--- src/rtl/line_fill_sequencer_pkg.sv ---
// rtl/line_fill_sequencer_pkg.sv - shared states and constants for the line fill sequencer
package line_fill_sequencer_pkg;

    typedef enum logic [1:0] {
        ST_IDLE = 2'b00,
        ST_REQ  = 2'b01,
        ST_RESP = 2'b10,
        ST_DONE = 2'b11
    } fill_state_t;

    localparam int WORD_BYTES         = 4;
    localparam int DEFAULT_LINE_WORDS = 4;

endpackage

--- src/rtl/line_word_buffer.sv ---
// rtl/line_word_buffer.sv - per-word line buffer, written by word index, read as a whole line
module line_word_buffer #(
    parameter int LINE_WORDS = 4,
    parameter int OFF_BITS   = 2
) (
    input  logic                       clk,
    input  logic                       reset,
    input  logic                       wr_en,
    input  logic [OFF_BITS-1:0]        wr_idx,
    input  logic [31:0]                wr_data,
    output logic [32*LINE_WORDS-1:0]   line_data
);

    logic [31:0] words [LINE_WORDS];

    always_ff @(posedge clk or posedge reset) begin
        if (reset) begin
            for (int i = 0; i < LINE_WORDS; i++) begin
                words[i] <= '0;
            end
        end else begin
            for (int i = 0; i < LINE_WORDS; i++) begin
                if (wr_en && (wr_idx == OFF_BITS'(i))) begin
                    words[i] <= wr_data;
                end
            end
        end
    end

    // slots are laid out by address offset, not by fetch order
    for (genvar g = 0; g < LINE_WORDS; g++) begin : g_pack
        assign line_data[32*g +: 32] = words[g];
    end

endmodule

--- src/rtl/line_fill_sequencer.sv ---
// rtl/line_fill_sequencer.sv - critical-word-first line fill via single-word bus reads
module line_fill_sequencer
    import line_fill_sequencer_pkg::*;
#(
    parameter int LINE_WORDS = DEFAULT_LINE_WORDS,
    parameter int OFF_BITS   = 2
) (
    input  logic                       clk,
    input  logic                       reset,
    input  logic                       fill_valid,
    output logic                       fill_ready,
    input  logic [31:0]                fill_address,
    output logic                       line_valid,
    input  logic                       line_ready,
    output logic [31:0]                line_address,
    output logic [32*LINE_WORDS-1:0]   line_data,
    output logic                       crit_valid,
    output logic [31:0]                crit_data,
    output logic                       req_valid,
    input  logic                       req_ready,
    output logic [31:0]                req_address,
    input  logic                       dp_valid,
    output logic                       dp_ready,
    input  logic [31:0]                dp_read_data
);

    localparam int BYTE_BITS = $clog2(WORD_BYTES);
    localparam int LINE_BITS = OFF_BITS + BYTE_BITS;

    fill_state_t          state, next_state;
    logic [31:0]          base;
    logic [OFF_BITS-1:0]  idx;
    logic [OFF_BITS:0]    cnt;
    logic                 first;
    logic                 fill_fire;
    logic                 dp_fire;
    logic                 last_word;
    logic                 unused_byte_bits;

    assign unused_byte_bits = ^fill_address[BYTE_BITS-1:0];

    assign fill_fire    = (state == ST_IDLE) && fill_valid;
    assign dp_fire      = (state == ST_RESP) && dp_valid;
    assign last_word    = (cnt == (OFF_BITS+1)'(LINE_WORDS - 1));
    assign req_address  = base | (32'(idx) << BYTE_BITS);
    assign line_address = base;

    always_ff @(posedge clk or posedge reset) begin
        if (reset) begin
            state <= ST_IDLE;
        end else begin
            state <= next_state;
        end
    end

    always_comb begin
        next_state = state;
        fill_ready = 1'b0;
        req_valid  = 1'b0;
        dp_ready   = 1'b0;
        line_valid = 1'b0;
        case (state)
            ST_IDLE: begin
                fill_ready = 1'b1;
                if (fill_valid) next_state = ST_REQ;
            end
            ST_REQ: begin
                req_valid = 1'b1;
                if (req_ready) next_state = ST_RESP;
            end
            ST_RESP: begin
                dp_ready = 1'b1;
                if (dp_valid) next_state = last_word ? ST_DONE : ST_REQ;
            end
            ST_DONE: begin
                line_valid = 1'b1;
                if (line_ready) next_state = ST_IDLE;
            end
            default: next_state = ST_IDLE;
        endcase
    end

    // idx wraps within the line so the fetch starts at the missing word
    always_ff @(posedge clk or posedge reset) begin
        if (reset) begin
            base       <= '0;
            idx        <= '0;
            cnt        <= '0;
            first      <= 1'b0;
            crit_valid <= 1'b0;
            crit_data  <= '0;
        end else begin
            crit_valid <= 1'b0;
            if (fill_fire) begin
                base  <= {fill_address[31:LINE_BITS], LINE_BITS'(0)};
                idx   <= fill_address[LINE_BITS-1:BYTE_BITS];
                cnt   <= '0;
                first <= 1'b1;
            end else if (dp_fire) begin
                idx   <= idx + 1'b1;
                cnt   <= cnt + 1'b1;
                first <= 1'b0;
                if (first) begin
                    crit_valid <= 1'b1;
                    crit_data  <= dp_read_data;
                end
            end
        end
    end

    line_word_buffer #(
        .LINE_WORDS (LINE_WORDS),
        .OFF_BITS   (OFF_BITS)
    ) u_buffer (
        .clk       (clk),
        .reset     (reset),
        .wr_en     (dp_fire),
        .wr_idx    (idx),
        .wr_data   (dp_read_data),
        .line_data (line_data)
    );

endmodule

--- config.mk ---
export PLATFORM = sky130hd
export DESIGN_NAME = line_fill_sequencer
export DESIGN_NICKNAME = d
export VERILOG_FILES = /design/src/rtl/line_fill_sequencer_pkg.sv /design/src/rtl/line_word_buffer.sv /design/src/rtl/line_fill_sequencer.sv
export SDC_FILE = /design/constraint.sdc
export NUM_CORES = 1
export LEC_CHECK = 0
export ABC_AREA = 1
export ABC_CLOCK_PERIOD_IN_PS = 21000
export CAP_MARGIN = 20
export CORE_ASPECT_RATIO = 2
export CORE_UTILIZATION = 47
export DETAILED_ROUTE_END_ITERATION = 8
export PLACE_DENSITY = 0.85
export SLEW_MARGIN = 20
export SYNTH_ARGS = -nofsm -noshare
export SYNTH_HDL_FRONTEND = slang
export SYNTH_SLANG_ARGS = --single-unit
--- constraint.sdc ---
create_clock -name clk -period 21 [get_ports clk]
set_clock_uncertainty 0.1 [all_clocks]
set_input_delay 4.2 -clock clk [delete_from_list [all_inputs] [get_ports clk]]
set_output_delay 4.2 -clock clk [all_outputs]
set_load 0.1 [all_outputs]
## After elaboration in Yosys (flattened, before gate mapping)

Cells that the tools add are included.

| storage, ports and cells | value |
|---|---|
| bits in registers | 197 |
| latch bits | 0 |
| RAM bits | 0 |
| bits in read-only memories | 0 |
| output and inout port bits | 229 |
| word-level logic and storage cells | 56 |
| memories kept | 0 |

| operators by class | value |
|---|---|
| $add $sub $neg | 2 |
| $mul | 0 |
| divide/modulo/power cells | 0 |
| magnitude comparators | 0 |
| equality and inequality tests | 11 |
| shifts and indexed selects | 0 |
| mux-type cells | 19 |
| bitwise gates (word level) | 2 |
| reductions and logical operators | 11 |

Operators with widths:

| kind | count |
|---|---|
| $or 32x4->32 | 1 |
| $mux 2 | 7 |
| $mux 1 | 9 |
| $eq 2x2->1 const B | 4 |
| $ne 2x2->1 const B | 4 |
| $pmux 2 s4 | 1 |
| $logic_and 1x1->1 | 6 |
| $mux 3 | 2 |
| $eq 2x1->1 const B | 2 |
| $logic_not 2->1 | 2 |
| $reduce_and 4->1 | 1 |
| $add 3x1->3 const B | 1 |
| $eq 3x2->1 const B | 1 |
| $reduce_and 3->1 | 1 |
| $add 2x1->2 const B | 1 |
| $reduce_bool 2->1 | 1 |
| $not 1->1 | 1 |

## Longest topological paths before layout

Gate-level depths: netlist of the first run.

| logic depth | value |
|---|---|
| depth in word-level cells | 4 |
| mapped depth | 9 |
| mapped depth without buffers | 7 |

## By module

From an unflattened synthesis of the first run, not the netlist that was laid out.

| unflattened totals | value |
|---|---|
| cell total of the unflattened synthesis | 920 |
| area total of the unflattened synthesis | 8214.1 sq um |

Modules (own cells, without submodules):

| module | instances | cells each | area an instance (sq um) | seq. area each (sq um) |
|---|---|---|---|---|
| line_word_buffer | 1 | 570 | 5192.5 | 3203.1 |
| line_fill_sequencer | 1 | 350 | 3021.6 | 1726.7 |

## Worst setup path before layout of the first run

OpenSTA, ideal clock, no wires.

| path | value |
|---|---|
| path type | reg-to-output |
| from | register state[0] |
| to | output fill_ready |
| data arrival time | 1.791 ns |
| path slack | 14.909 ns |
| cell stages (with the launch flop) | 2 |
| path buffers | 0 |
| cell sequence | dfrtp_1 > nor2_1 |

| on the way | value |
|---|---|
| longest elaborated chain between the ends | 2 |

RTL lines:

| element | line | RTL |
|---|---|---|
| start, declared | line_fill_sequencer.sv:30 | `fill_state_t state, next_state;` |
| start signal, assigned | line_fill_sequencer.sv:52 | `state <= next_state;` |
| $logic_not 2->1 | line_fill_sequencer.sv:62 | `case (state)` |
| $mux 1 | line_fill_sequencer.sv:62 |  |
| end, declared | line_fill_sequencer.sv:11 | `output logic fill_ready,` |

No other way between the ends.

## Worst setup path after layout of the first run

Ends and elaborated chain as after synthesis.

==> results.txt, run 1 <==
drc violations: 0
number of vias per cell: 4.94
Die Span X: 92.4 um
# clock sinks: 197
Cell Rows: 65
clock tree from TritonCTS: yes
gr usage total: 24.9%
Critical Path AT: 2280 ps
Worst slew margin: 29.0%
count of vias placed by the detailed router: 6,084
wire length of the first global-routing pass: 31.9 mm
IO Count: 299
total detailed-routing wirelength: 20.1 mm
global placer's final weighted congestion: 0.825
clock latency at the later pin of the worst-skew pair: 420 ps
outcome: complete, no violations
min Tclk post-route: 6580 ps
average detailed-routed wire length per instance: 16.3 um
distinct cell type count after synthesis: 21
height of the chip: 183 um
Fill cells: 1,196
share of async-settable or async-resettable flops after synthesis: 100%
effective utilization at floorplan: 48.4%
area of the core region: 0.0159 mm2
proportion of netlist area held by the largest area contributor: 64.2%
HPWL after detailed placement: 14.0 mm
number of buffers created by CTS: 17
number of DRC markers after the initial detailed-route iteration: 258
sequential element share of the synthesized area: 64.2%
final setup violating endpoints: 0
number of buffers inserted by post-CTS setup repair: 0
Synth Cell Area: 0.00768 mm2
root buffer cell: clkbuf_16
Final Hold Violating Endpoints: 0
maximum buffer depth of the clock tree: 2
Post-DRT Antenna Nets: 0
signed area change from the synthesized netlist to the final layout: 43.1%
worst-path maximum fanout: 8
maximum number of pins on one net before global-route repair: 124
Post-Synthesis Mean Instance Area: 9.97 um2
# hold bufs at CTS: 0
most common library cell in the layout ignoring fill and taps: clkdlybuf4s50_1
largest area contributor in the synthesized netlist: dfrtp_1
max_cap viols: 0
Nets: 1,093
path type of the worst setup path: reg -> out
worst slew pin tran: 1060 ps
number of port buffers: 290
critical path required time: 16,700 ps
overflow left after global routing: 0
antenna violations before repair: 0
#FFs+latches synth: 197
startpoint type of the worst setup path: register
antenna cell count: 0
final max-slew violation count: 0
CTS clock-pin slew for the worst setup and hold paths: 70 ps
number of synthesis warnings: 0
H-tree lvl count: 4
most frequent cells in the layout: 290 x clkdlybuf4s50_1, 270 x nand2_1, 197 x dfrtp_1
router iterations before antenna repair: 7
crit path capture type: primary output
kind of path behind the tightest hold check: reg -> reg
final worst path period share: 31.4%
unrepaired setup endpoints after global routing: false
number of global-route vias before repair: 6,072
aggregate negative setup slack: 0 ps
most used flip-flop cell after synthesis: dfrtp_1
highest attainable clock frequency: 0.152 GHz
layout cells sized above 1: 6.60%
post-synthesis instance total: 771
synth top area cells: dfrtp_1 64%, nand2_1 13%, o21ai_0 8.5%, buf_4 3.3%, o21ai_2 2.6%
CTS-repair resized insts: 0
count of flip-flops with a built-in enable after synthesis: 0
area of the die: 0.0169 mm2
## worst max-delay path, cell delays in order (launching register included)
cell	delay (ps)
dfrtp_1	470
nor2_1	220
clkdlybuf4s50_1	1170
## cells by family (layout without fill, tap and decap cells)
family / count (synthesis) / after routing / share of synthesized area, %
AOI/OAI and AO/OA: 164 / 164 / 11.8
adders and majority gates: 6 / 6 / 0.977
buffers and inverters: 119 / 373 / 8.39
DFF: 197 / 197 / 64.2
other: 1 / 6 / 0.0488
and+or+nand+nor: 284 / 284 / 14.6
## flip-flops by register name, indices dropped and copies added, names as in the netlist
register / flops
u_buffer.line_data: 128
crit_data: 32
line_address: 28
cnt: 3
idx: 2
state: 2
crit_valid: 1
first: 1
## cells in the mapped netlist, types with 2 or more instances
library cell,number
ha_1,6
buf_6,6
nand2_4,5
nand2_1,270
buf_2,16
nand3_1,4
o21ai_2,23
nor2_1,2
dfrtp_1,197
inv_1,46
o21ai_1,9
o21ai_0,131
buf_4,34
clkbuf_1,15
## cell type report
type	instances	area [um2]	area share [%]
tap	201	251	2.29
inverter	48	193	1.75
sequential	197	4930	44.8
clock buffer	19	453	4.12
clock inverter	13	111	1.01
timing repair buffer	293	2930	26.6
multi-input combinational	460	2130	19.4
## per-stage QoR
step / cell area [um2] / cells / hold slack (ps) / worst slack, ps / utilization, %
after floorplan: 7700 / 776 / 346 / 11330 / -
after global placement: 10400 / 1199 / 360 / 14560 / 65.8
after detailed placement: 10400 / 1199 / 367 / 14530 / 65.8
after CTS: 11000 / 1231 / 384 / 14390 / 69.3
after global routing: 11000 / 1231 / 401 / 14310 / 69.3
final: 11000 / 1231 / 384 / 14420 / 69.3
## path summary, 6_finish.rpt
path	start	to	slack [ps]	depth (start not counted)
max	state[0]$_DFFE_PP0P_	fill_ready	14420	2
min reg2reg	u_buffer.line_data[123]$_DFFE_PP0P_	u_buffer.line_data[123]$_DFFE_PP0P_	380	2
min in group asynchronous	reset	u_buffer.line_data[25]$_DFFE_PP0P_	4250	2
max in group asynchronous	reset	crit_data[27]$_DFFE_PP0P_	15050	3
min	u_buffer.line_data[123]$_DFFE_PP0P_	u_buffer.line_data[123]$_DFFE_PP0P_	380	2
max reg2reg	state[0]$_DFFE_PP0P_	idx[0]$_DFFE_PP0P_	19030	5
## routing by layer
layer  track usage, %  share of wire (%)
met2             44.7                 55
met1             26.7                 35
met5                0                  0
met3             5.80                5.3
met4             13.1                4.9
Power of run 1 is not shown: default switching activity piles up to over one toggle a cycle in this logic, so the estimate is an artifact.
==> run 2, diff against run 1 <==
--- a/config.mk
+++ b/config.mk
@@ -6,12 +6,12 @@
 export NUM_CORES = 1
 export LEC_CHECK = 0
 export ABC_AREA = 1
-export ABC_CLOCK_PERIOD_IN_PS = 21000
+export ABC_CLOCK_PERIOD_IN_PS = 5600
 export CAP_MARGIN = 20
 export CORE_ASPECT_RATIO = 2
-export CORE_UTILIZATION = 47
+export CORE_UTILIZATION = 40
 export DETAILED_ROUTE_END_ITERATION = 8
-export PLACE_DENSITY = 0.85
+export PLACE_DENSITY = 0.77
 export SLEW_MARGIN = 20
 export SYNTH_ARGS = -nofsm -noshare
 export SYNTH_HDL_FRONTEND = slang
==> constraint.sdc (replaced) <==
create_clock -name clk -period 5.6 [get_ports clk]
set_clock_uncertainty 0.1 [all_clocks]
set_input_delay 1.12 -clock clk [delete_from_list [all_inputs] [get_ports clk]]
set_output_delay 1.12 -clock clk [all_outputs]
set_load 0.1 [all_outputs]
==> results.txt, run 2 (synthesized netlist as in run 1, its figures left out) <==
setup ws final: 2100 ps
maximum number of pins on one net before global-route repair: 132
clock tree from TritonCTS: yes
Worst slew margin: 28.1%
count of vias placed by the detailed router: 5,972
Die Span X: 100 um
number of port buffers: 290
effective utilization at floorplan: 40.8%
CTS clock-pin slew for the worst setup and hold paths: 70 ps
most frequent cells in the layout: 290 x clkdlybuf4s50_1, 270 x nand2_1, 197 x dfrtp_1
maximum buffer depth of the clock tree: 2
outcome: complete, no violations
CTS-repair resized insts: 0
unrepaired setup endpoints after global routing: false
met2 wire length: 11.5 mm
clock latency at the later pin of the worst-skew pair: 430 ps
H-tree lvl count: 4
number of standard cells in the layout, taps in and fillers out: 1,283
Inst Count DP: 1,255
global placer's final weighted congestion: 0.774
signed area change from the synthesized netlist to the final layout: 45.4%
met3 WL post-DR: 818 um
Util after Layout: 59.3%
drc violations: 0
average detailed-routed wire length per instance: 16.2 um
area of the core region: 0.0188 mm2
total detailed-routing wirelength: 20.7 mm
Largest register FFs: 128
met1 WL: 7.47 mm
Final Hold Violating Endpoints: 0
antenna violations before repair: 0
max_cap viols: 0
# clock sinks: 197
path type of the worst setup path: reg -> out
aggregate negative setup slack: 0 ps
gr usage total: 21.6%
final worst path period share: 62.5%
Post-Place Setup Slack: 2170 ps
critical path required time: 4380 ps
Cell Rows: 71
number of buffers inserted by post-CTS setup repair: 0
most common library cell in the layout ignoring fill and taps: clkdlybuf4s50_1
area of the die: 0.0198 mm2
worst slew pin tran: 1070 ps
number of buffers created by CTS: 17
# hold bufs at CTS: 0
worst-path maximum fanout: 8
startpoint type of the worst setup path: register
number of DRC markers after the initial detailed-route iteration: 258
Nets: 1,095
final setup violating endpoints: 0
kind of path behind the tightest hold check: reg -> reg
router iterations before antenna repair: 4
max layer used: met4
IO Count: 299
min Tclk post-route: 3500 ps
crit path capture type: primary output
Post-DRT Antenna Nets: 0
Critical Path AT: 2280 ps
layout cells sized above 1: 6.32%
final max-slew violation count: 0
height of the chip: 198 um
wire length of the first global-routing pass: 32.2 mm
number of vias per cell: 4.65
HPWL after detailed placement: 14.5 mm
root buffer cell: clkbuf_16
antenna cell count: 0
overflow left after global routing: 0
highest attainable clock frequency: 0.286 GHz
number of global-route vias before repair: 5,799
==> run 2: path summary, 6_finish.rpt <==
| kind | start | end | slack [ps] | depth (start not counted) |
|---|---|---|---|---|
| worst max register to register | state[0]$_DFFE_PP0P_ | idx[1]$_DFFE_PP0P_ | 3180 | 9 |
| worst max-delay path | state[0]$_DFFE_PP0P_ | fill_ready | 2100 | 2 |
| max in group asynchronous | reset | u_buffer.line_data[62]$_DFFE_PP0P_ | 3580 | 3 |
| worst min-delay path | u_buffer.line_data[19]$_DFFE_PP0P_ | u_buffer.line_data[19]$_DFFE_PP0P_ | 380 | 2 |
| worst min register to register | u_buffer.line_data[19]$_DFFE_PP0P_ | u_buffer.line_data[19]$_DFFE_PP0P_ | 380 | 2 |
| min in group asynchronous | reset | u_buffer.line_data[54]$_DFFE_PP0P_ | 1100 | 3 |
==> run 2: stage by stage <==
step           instance area, um2  hold slack (ps)
6_report                    11200              381
2_1_floorplan                7710              346
4_1_cts                     11200              384
3_3_place_gp                10500              361
5_1_grt                     11200              394
3_5_place_dp                10500              367
==> run 2: area by class of cell <==
class	count	area, um2
Clock buffer	20	457
Clock inverter	8	199
Fill cell	1610	7660
Inverter	48	189
Multi-Input combinational cell	460	2130
Sequential cell	197	4930
Tap cell	255	319
Timing Repair Buffer	295	2950
==> run 2: layer usage <==
layer	vias to the layer above	GRT usage, %
li1	2891	-
met1	2841	23.3
met2	196	39.7
met3	44	4.13
met4	0	10.8
met5	-	0
==> run 2: critical path, cell delays in order (launching register included) <==
cell and delay (ps):
dfrtp_1 470, nor2_1 210, clkdlybuf4s50_1 1160
Power of run 2 is left out for the same reason.
==> run 3, diff against run 2 <==
--- a/config.mk
+++ b/config.mk
@@ -6,12 +6,12 @@
 export NUM_CORES = 1
 export LEC_CHECK = 0
 export ABC_AREA = 1
-export ABC_CLOCK_PERIOD_IN_PS = 5600
+export ABC_CLOCK_PERIOD_IN_PS = 3550
 export CAP_MARGIN = 20
 export CORE_ASPECT_RATIO = 2
-export CORE_UTILIZATION = 40
+export CORE_UTILIZATION = 44
 export DETAILED_ROUTE_END_ITERATION = 8
-export PLACE_DENSITY = 0.77
+export PLACE_DENSITY = 0.81
 export SLEW_MARGIN = 20
 export SYNTH_ARGS = -nofsm -noshare
 export SYNTH_HDL_FRONTEND = slang
==> constraint.sdc (replaced) <==
create_clock -name clk -period 3.55 [get_ports clk]
set_clock_uncertainty 0.1 [all_clocks]
set_input_delay 0.71 -clock clk [delete_from_list [all_inputs] [get_ports clk]]
set_output_delay 0.71 -clock clk [all_outputs]
set_load 0.1 [all_outputs]
==> results.txt, run 3 (synthesized netlist as in run 1, its figures left out) <==
number of vias per cell: 4.85
Crit path max-delay family: buffers and inverters
delay of the slowest cell on the worst path: 1160 ps
R2R Setup Slk: 1490 ps
critical path required time: 2740 ps
Post-Place Setup Slack: 886 ps
Die Span X: 95.4 um
final worst path period share: 78.6%
drc violations: 1
most frequent cells in the layout: 270 x nand2_1, 197 x dfrtp_1, 195 x clkdlybuf4s50_1
H-tree lvl count: 4
Final Hold Violating Endpoints: 0
ordered list of cells on the worst path: clkdlybuf4s50_1
global placer's final weighted congestion: 0.818
effective utilization at floorplan: 44.7%
# clock sinks: 197
total detailed-routing wirelength: 20.2 mm
number of DRC markers after the initial detailed-route iteration: 224
antenna violations before repair: 0
clock latency at the later pin of the worst-skew pair: 430 ps
area of the core region: 0.0172 mm2
worst-path maximum fanout: 3
layout cells sized above 1: 16.0%
setup ws final: 761 ps
Nets: 1,099
Cell Rows: 68
aggregate negative setup slack: 0 ps
IO Count: 299
Largest register FFs: 128
outcome: finished, violations left
HPWL after detailed placement: 14.3 mm
gr usage total: 23.4%
final setup violating endpoints: 0
buffer and inverter count on the worst path: 1
most common library cell in the layout ignoring fill and taps: nand2_1
height of the chip: 189 um
average detailed-routed wire length per instance: 16.2 um
min Tclk post-route: 2790 ps
CTS clock-pin slew for the worst setup and hold paths: 70 ps
maximum buffer depth of the clock tree: 2
Worst slew margin: 32.0%
startpoint type of the worst setup path: register
clock tree from TritonCTS: yes
overflow left after global routing: 0
root buffer cell: clkbuf_16
worst slew pin tran: 1020 ps
number of global-route vias before repair: 5,952
area of the die: 0.0180 mm2
signed area change from the synthesized netlist to the final layout: 41.0%
max_cap viols: 0
kind of path behind the tightest hold check: reg -> reg
# hold bufs at CTS: 0
highest attainable clock frequency: 0.359 GHz
number of buffers inserted by post-CTS setup repair: 0
CTS-repair resized insts: 0
Critical Path AT: 1980 ps
path type of the worst setup path: reg -> out
antenna cell count: 0
number of port buffers: 290
highest-delay cell along the critical path: clkdlybuf4s50_1
wire length of the first global-routing pass: 31.3 mm
crit path capture type: primary output
router iterations before antenna repair: 7
final max-slew violation count: 0
violations in the final reports: DRC
count of vias placed by the detailed router: 6,039
unrepaired setup endpoints after global routing: false
Post-DRT Antenna Nets: 0
number of buffers created by CTS: 17
maximum number of pins on one net before global-route repair: 79
-- run 3: cell count changes in the layout (fill, tap and decap cells not counted), moves of 2 or more --
cell	previous run	this run
clkbuf_1	1	3
buf_12	1	3
bufinv_16	6	1
clkdlybuf4s50_1	290	195
buf_4	4	101
clkinv_2	0	4
clkinv_4	0	2
-- run 3: cell type report --
cell class | count | area [um2]
timing repair buffer | 299 | 2770
clock buffer | 21 | 450
clock inverter | 11 | 103
multi-input combinational | 460 | 2130
tap | 210 | 263
inverter | 48 | 189
fill | 1381 | 6350
sequential | 197 | 4930
-- run 3: worst paths after layout --
check                                              from                                   to  cells after the start
setup / recovery           line_address[14]$_DFFE_PP0P_                      req_address[14]                      1
hold / removal                crit_data[28]$_DFFE_PP0P_            crit_data[28]$_DFFE_PP0P_                      2
setup reg to reg                   state[1]$_DFFE_PP0P_            crit_data[22]$_DFFE_PP0P_                      8
hold reg to reg               crit_data[28]$_DFFE_PP0P_            crit_data[28]$_DFFE_PP0P_                      2
max in group asynchronous                         reset             crit_data[1]$_DFFE_PP0P_                      3
min in group asynchronous                         reset  u_buffer.line_data[118]$_DFFE_PP0P_                      2
-- run 3: per-layer routing --
layer / global-route usage (%) / part of all wire, % / routed length, um / vias to the layer above
met2: 40.1 / 53 / 10600 / 227
met1: 25.0 / 36 / 7330 / 2837
li1: - / - / - / 2902
met5: 0 / 0 / 0 / -
met3: 4.50 / 4.5 / 907 / 73
met4: 16.3 / 6.8 / 1370 / 0
-- run 3: worst reg2reg max path: stages (launching register included) --
cell     delay (ps)
dfrtp_1         450
inv_2            90
nor2_4          130
nand2_4          90
inv_6           120
nand2_2         430
buf_12          380
nand2_1         110
o21ai_2          50
-- run 3: metrics by stage --
step           cells  hold slack (ps)  cell area [um2]  utilization [%]
6_report        1246              380            10800             63.0
5_1_grt         1246              408            10800             63.0
4_1_cts         1246              384            10800             63.0
3_5_place_dp    1214              367            10300             59.8
3_3_place_gp    1214              361            10300             59.8
2_1_floorplan    776              346             7710                -
Power of run 3 is left out for the same reason.
